==> src/rtl/mult_pkg.sv <==
// Shared definitions for the shift-add multiplier: state encoding and default sizing.
package mult_pkg;

    localparam int N_DEF     = 4;
    localparam int CNT_W_DEF = 2;

    localparam logic [2:0] S_IDLE  = 3'd0;
    localparam logic [2:0] S_LOAD  = 3'd1;
    localparam logic [2:0] S_ADD   = 3'd2;
    localparam logic [2:0] S_SHIFT = 3'd3;
    localparam logic [2:0] S_DONE  = 3'd4;

    typedef enum logic [2:0] {
        IDLE  = S_IDLE,
        LOAD  = S_LOAD,
        ADD   = S_ADD,
        SHIFT = S_SHIFT,
        DONE  = S_DONE
    } state_t;

endpackage

==> src/rtl/mult_bit_counter.sv <==
// Iteration counter for the multiplier sequencer; flags the final iteration.
module mult_bit_counter #(
    parameter int N     = mult_pkg::N_DEF,
    parameter int CNT_W = mult_pkg::CNT_W_DEF
) (
    input  logic             Clk,
    input  logic             Rst_n,
    input  logic             clr,
    input  logic             inc,
    output logic [CNT_W-1:0] K,
    output logic             Last
);

    always_ff @(posedge Clk) begin
        if (!Rst_n || clr)
            K <= '0;
        else if (inc)
            K <= K + 1'b1;
    end

    assign Last = (K == CNT_W'(N - 1));

endmodule

==> src/rtl/mult_ctrl.sv <==
// Shift-add multiplier sequencer: load, N x (conditional add, shift), then done.
module mult_ctrl
    import mult_pkg::*;
#(
    parameter int N     = N_DEF,
    parameter int CNT_W = CNT_W_DEF
) (
    input  logic             Clk,
    input  logic             Rst_n,
    input  logic             St,
    input  logic             M,
    output logic             Load,
    output logic             Sh,
    output logic             Ad,
    output logic             Busy,
    output logic             Done,
    output logic [CNT_W-1:0] K
);

    state_t state, state_nxt;
    logic   clr, inc, last;

    always_ff @(posedge Clk) begin
        if (!Rst_n)
            state <= IDLE;
        else
            state <= state_nxt;
    end

    always_comb begin
        state_nxt = state;
        case (state)
            IDLE:    if (St) state_nxt = LOAD;
            LOAD:    state_nxt = ADD;
            ADD:     state_nxt = SHIFT;
            SHIFT:   state_nxt = last ? DONE : ADD;
            DONE:    if (!St) state_nxt = IDLE;
            default: state_nxt = IDLE;
        endcase
    end

    // K holds N-1 through DONE; it only clears on a fresh load or on leaving DONE
    assign clr = (state == LOAD) || ((state == DONE) && !St);
    assign inc = (state == SHIFT) && !last;

    mult_bit_counter #(.N(N), .CNT_W(CNT_W)) u_cnt (
        .Clk   (Clk),
        .Rst_n (Rst_n),
        .clr   (clr),
        .inc   (inc),
        .K     (K),
        .Last  (last)
    );

    always_comb begin
        Load = (state == LOAD);
        Sh   = (state == SHIFT);
        Ad   = (state == ADD) && M;
        Busy = (state == LOAD) || (state == ADD) || (state == SHIFT);
        Done = (state == DONE);
    end

endmodule
==> config.mk <==
export PLATFORM = sky130hd
export DESIGN_NAME = mult_ctrl
export DESIGN_NICKNAME = d
export VERILOG_FILES = /design/src/rtl/mult_pkg.sv /design/src/rtl/mult_bit_counter.sv /design/src/rtl/mult_ctrl.sv
export SDC_FILE = /design/constraint.sdc
export NUM_CORES = 1
export LEC_CHECK = 0
export ABC_CLOCK_PERIOD_IN_PS = 1200
export CORE_AREA = 10 10 47 49
export DETAILED_ROUTE_END_ITERATION = 7
export DIE_AREA = 0 0 57 59
export SYNTH_ARGS = -nofsm -noshare
export SYNTH_HDL_FRONTEND = slang
export SYNTH_HIERARCHICAL = 1
export SYNTH_SLANG_ARGS = --single-unit
==> constraint.sdc <==
create_clock -name Clk -period 1.2 [get_ports Clk]
set_input_delay 0.24 -clock Clk [delete_from_list [all_inputs] [get_ports Clk]]
set_output_delay 0.24 -clock Clk [all_outputs]
set_load 0.01 [all_outputs]
==> flow_summary.yaml <==
worst_setup_path:
  cp_num_buf_inv: 1
  reg2reg_slack_ps: -70
  r2r_start: "state[0]"
  required_ps: 960
  endpoint_kind: "output port"
  cp_num_cells: 3
  critPathTopFamily: "simple AND/OR/NAND/NOR gates"
  startpoint_type: "flip-flop"
  crit_arrival_ps: 1070
  worst-path-max-fanout: 4
  crit_slowest_cell: "dfxtp_2"
  critPathMaxStageDelay_ps: 350
  path_class: "flip-flop to output port"
  cp_cell_sequence: "or2b_4 > nor2_1 > buf_2"
  ff2ff_path_depth: 5
  rr_endpoint: "u_cnt/K[1]"
min_path:
  hold_end: "state[0]"
  min-delay-path-class: "flip-flop to flip-flop"
  hold_start: "state[0]"
  min_path_cells: 1
global_route:
  grt_pass1_wl_um: 1210
  grt_max_degree: 7
  grt_usage_pct: 4.57
  grt_pass1_vias: 286
  overflow: 0
  antenna_found_initial: 0
timing:
  fin_ws_ps: -108
  rsz0062_at_grt: "true"
  finalSetupViolCount: 6
  fmax_mhz: 765
  slew_headroom_pct: 85.1
  final_hold_viol_count: 0
  tightest_slew_ps: 221
  timing.final.crit_share_pct: 109
  period_needed_ps: 1310
  slew_viol_final: 0
  finClkSkew_ps: 3.44
drt:
  ant_nets: 0
  wirelength_um: 719
  vias: 278
  drc: 0
  drt_iter0_drc: 8
  via_per_inst: 4.21
  firstDrtPassIters: 3
  avgRoutedWirePerCell_um: 10.9
place:
  place_area_um2: 420
  gp_congestion: 0.719
  dp.cells: 61
  pre_cts_slack_ps: -519
  port_buffers: 10
final_layout:
  design_area_um2: 485
  nets: 56
  seq_area_um2: 104
  nFillCells: 162
  n_antenna_cell: 0
  area_delta_synth_final_pct: 86.5
  final_util_pct: 34.6
  final_cells: 66
  drive_above_1_share_pct: 52.0
  multi_input_area_um2: 191
synthesis:
  yosys.area.top_type_share_pct: 38.5
  ys_types: 21
  synth_area_leaders: "dfxtp_1 38%, nor2_1 7.2%, ha_1 4.8%"
  synth_top_area_cell: "dfxtp_1"
  synth_edf_count: 0
  syn_nets: 35
  yosysWarnings: 6
  postSynthAreaPerCell_um2: 8.68
  postSynthCellCount: 30
  ys_seq_area_share_pct: 38.5
  ys.flop_type: "dfxtp_1"
  synth_top_cells_by_count: "5 x dfxtp_1, 5 x nor2_1, 2 x nand2_1"
  synth_area_um2: 260
  synthArstFlopShare_pct: 0
  ys_ff_latch: 5
floorplan:
  rows: 14
  die_h_um: 59
  pin_count: 11
  die_w_um: 57
  initial_core_util_pct: 18.6
  dieArea_um2: 3360
  core_um2: 1400
clocking:
  htreeDepth: 1
  clkSinkCount: 5
  clk_pin_slew_ps: 40
  insertion_delay_ps: 240
  cts-hold-fix-buffers: 0
  cts_buffers: 3
  cts_tree: "built"
  cts_buffer_depth: 2
  root_buffer: "clkbuf_4"
pwr:
  powerDensity_nw_per_um2: 959
  power_leakage_nw: 0.231
  peakVddDrop_uv: 579
outcome:
  violations: "negative setup slack"
  status: "finished, violations left"
run:
  drv_cap: 0
[per-stage QoR]
stage / power, mW / hold slack, ps / TNS (ps)
final: 0.466 / 441 / -441
after global routing: 0.499 / 451 / -797
after detailed placement: 0.270 / 469 / -2130
after CTS: 0.472 / 443 / -578
after global placement: 0.269 / 466 / -2140
after floorplan: 0.219 / 386 / 0
[report_power, final]
part / internal, mW / switching, mW
clock: 0.125 / 0.0625
combinational: 0.0565 / 0.0367
sequential: 0.175 / 0.00965
[routing by layer]
layer	up-vias	track usage [%]	wire [um]
met5	-	0	0
met3	0	3.86	65
met2	6	7.44	391
met1	130	4.36	261
li1	142	-	-
met4	0	1.01	0
[cells by family (layout without fill, tap and decap cells)]
group           after synthesis  in the layout  synth area share, %
flops                         5              5                 38.5
buf+inv                       2             22                 3.36
mux                           1              1                 3.85
compound gates                3              3                 9.13
fa+ha+maj                     1              1                 4.81
simple gates                 17             17                 37.0
xor+xnor                      1              1                 3.37
[sequential cells by signal (all words and copies together) (netlist names)]
name,cells
state,3
u_cnt/K,2
[how the worst max path moves through the flow]
stage	end	slack, ps	start
after CTS	Load	-130	state[0]
final	Load	-110	state[0]
after floorplan	Load	80	state[0]
after global routing	Load	-150	state[0]
after detailed placement	Ad	-520	M
after global placement	Ad	-500	M
[layout by cell type, fill, tap and decap left out, drive strengths merged]
cell           netlist  routed
buf                  1      11
nor2                 5       5
clkbuf               0       5
dfxtp                5       5
dlygate4sd2          0       3
nand2                2       2
clkdlybuf4s50        0       2
nand3b               1       1
inv                  1       1
or2b                 1       1
nor3b                1       1
or3b                 1       1
a21oi                1       1
nor3                 1       1
o21ba                1       1
and2                 1       1
o2bb2ai              1       1
nor4b                1       1
nand3                1       1
and3                 1       1
nand2b               1       1
xnor2                1       1
mux2i                1       1
ha                   1       1
[cell type report]
cell class	instances	area share (%)
Sequential cell	5	21.4
Clock buffer	4	5.41
Timing Repair Buffer	17	28.9
Tap cell	16	4.12
Inverter	1	0.773
Multi-Input combinational cell	23	39.4
[repair_timing]
action	4_1_cts	5_1_grt
endpoints found under the setup margin	9	7
buffers inserted	1	0
gates resized for setup	33	4
pin swaps	3	1
Note: power is estimated with default switching activity, not from simulation.
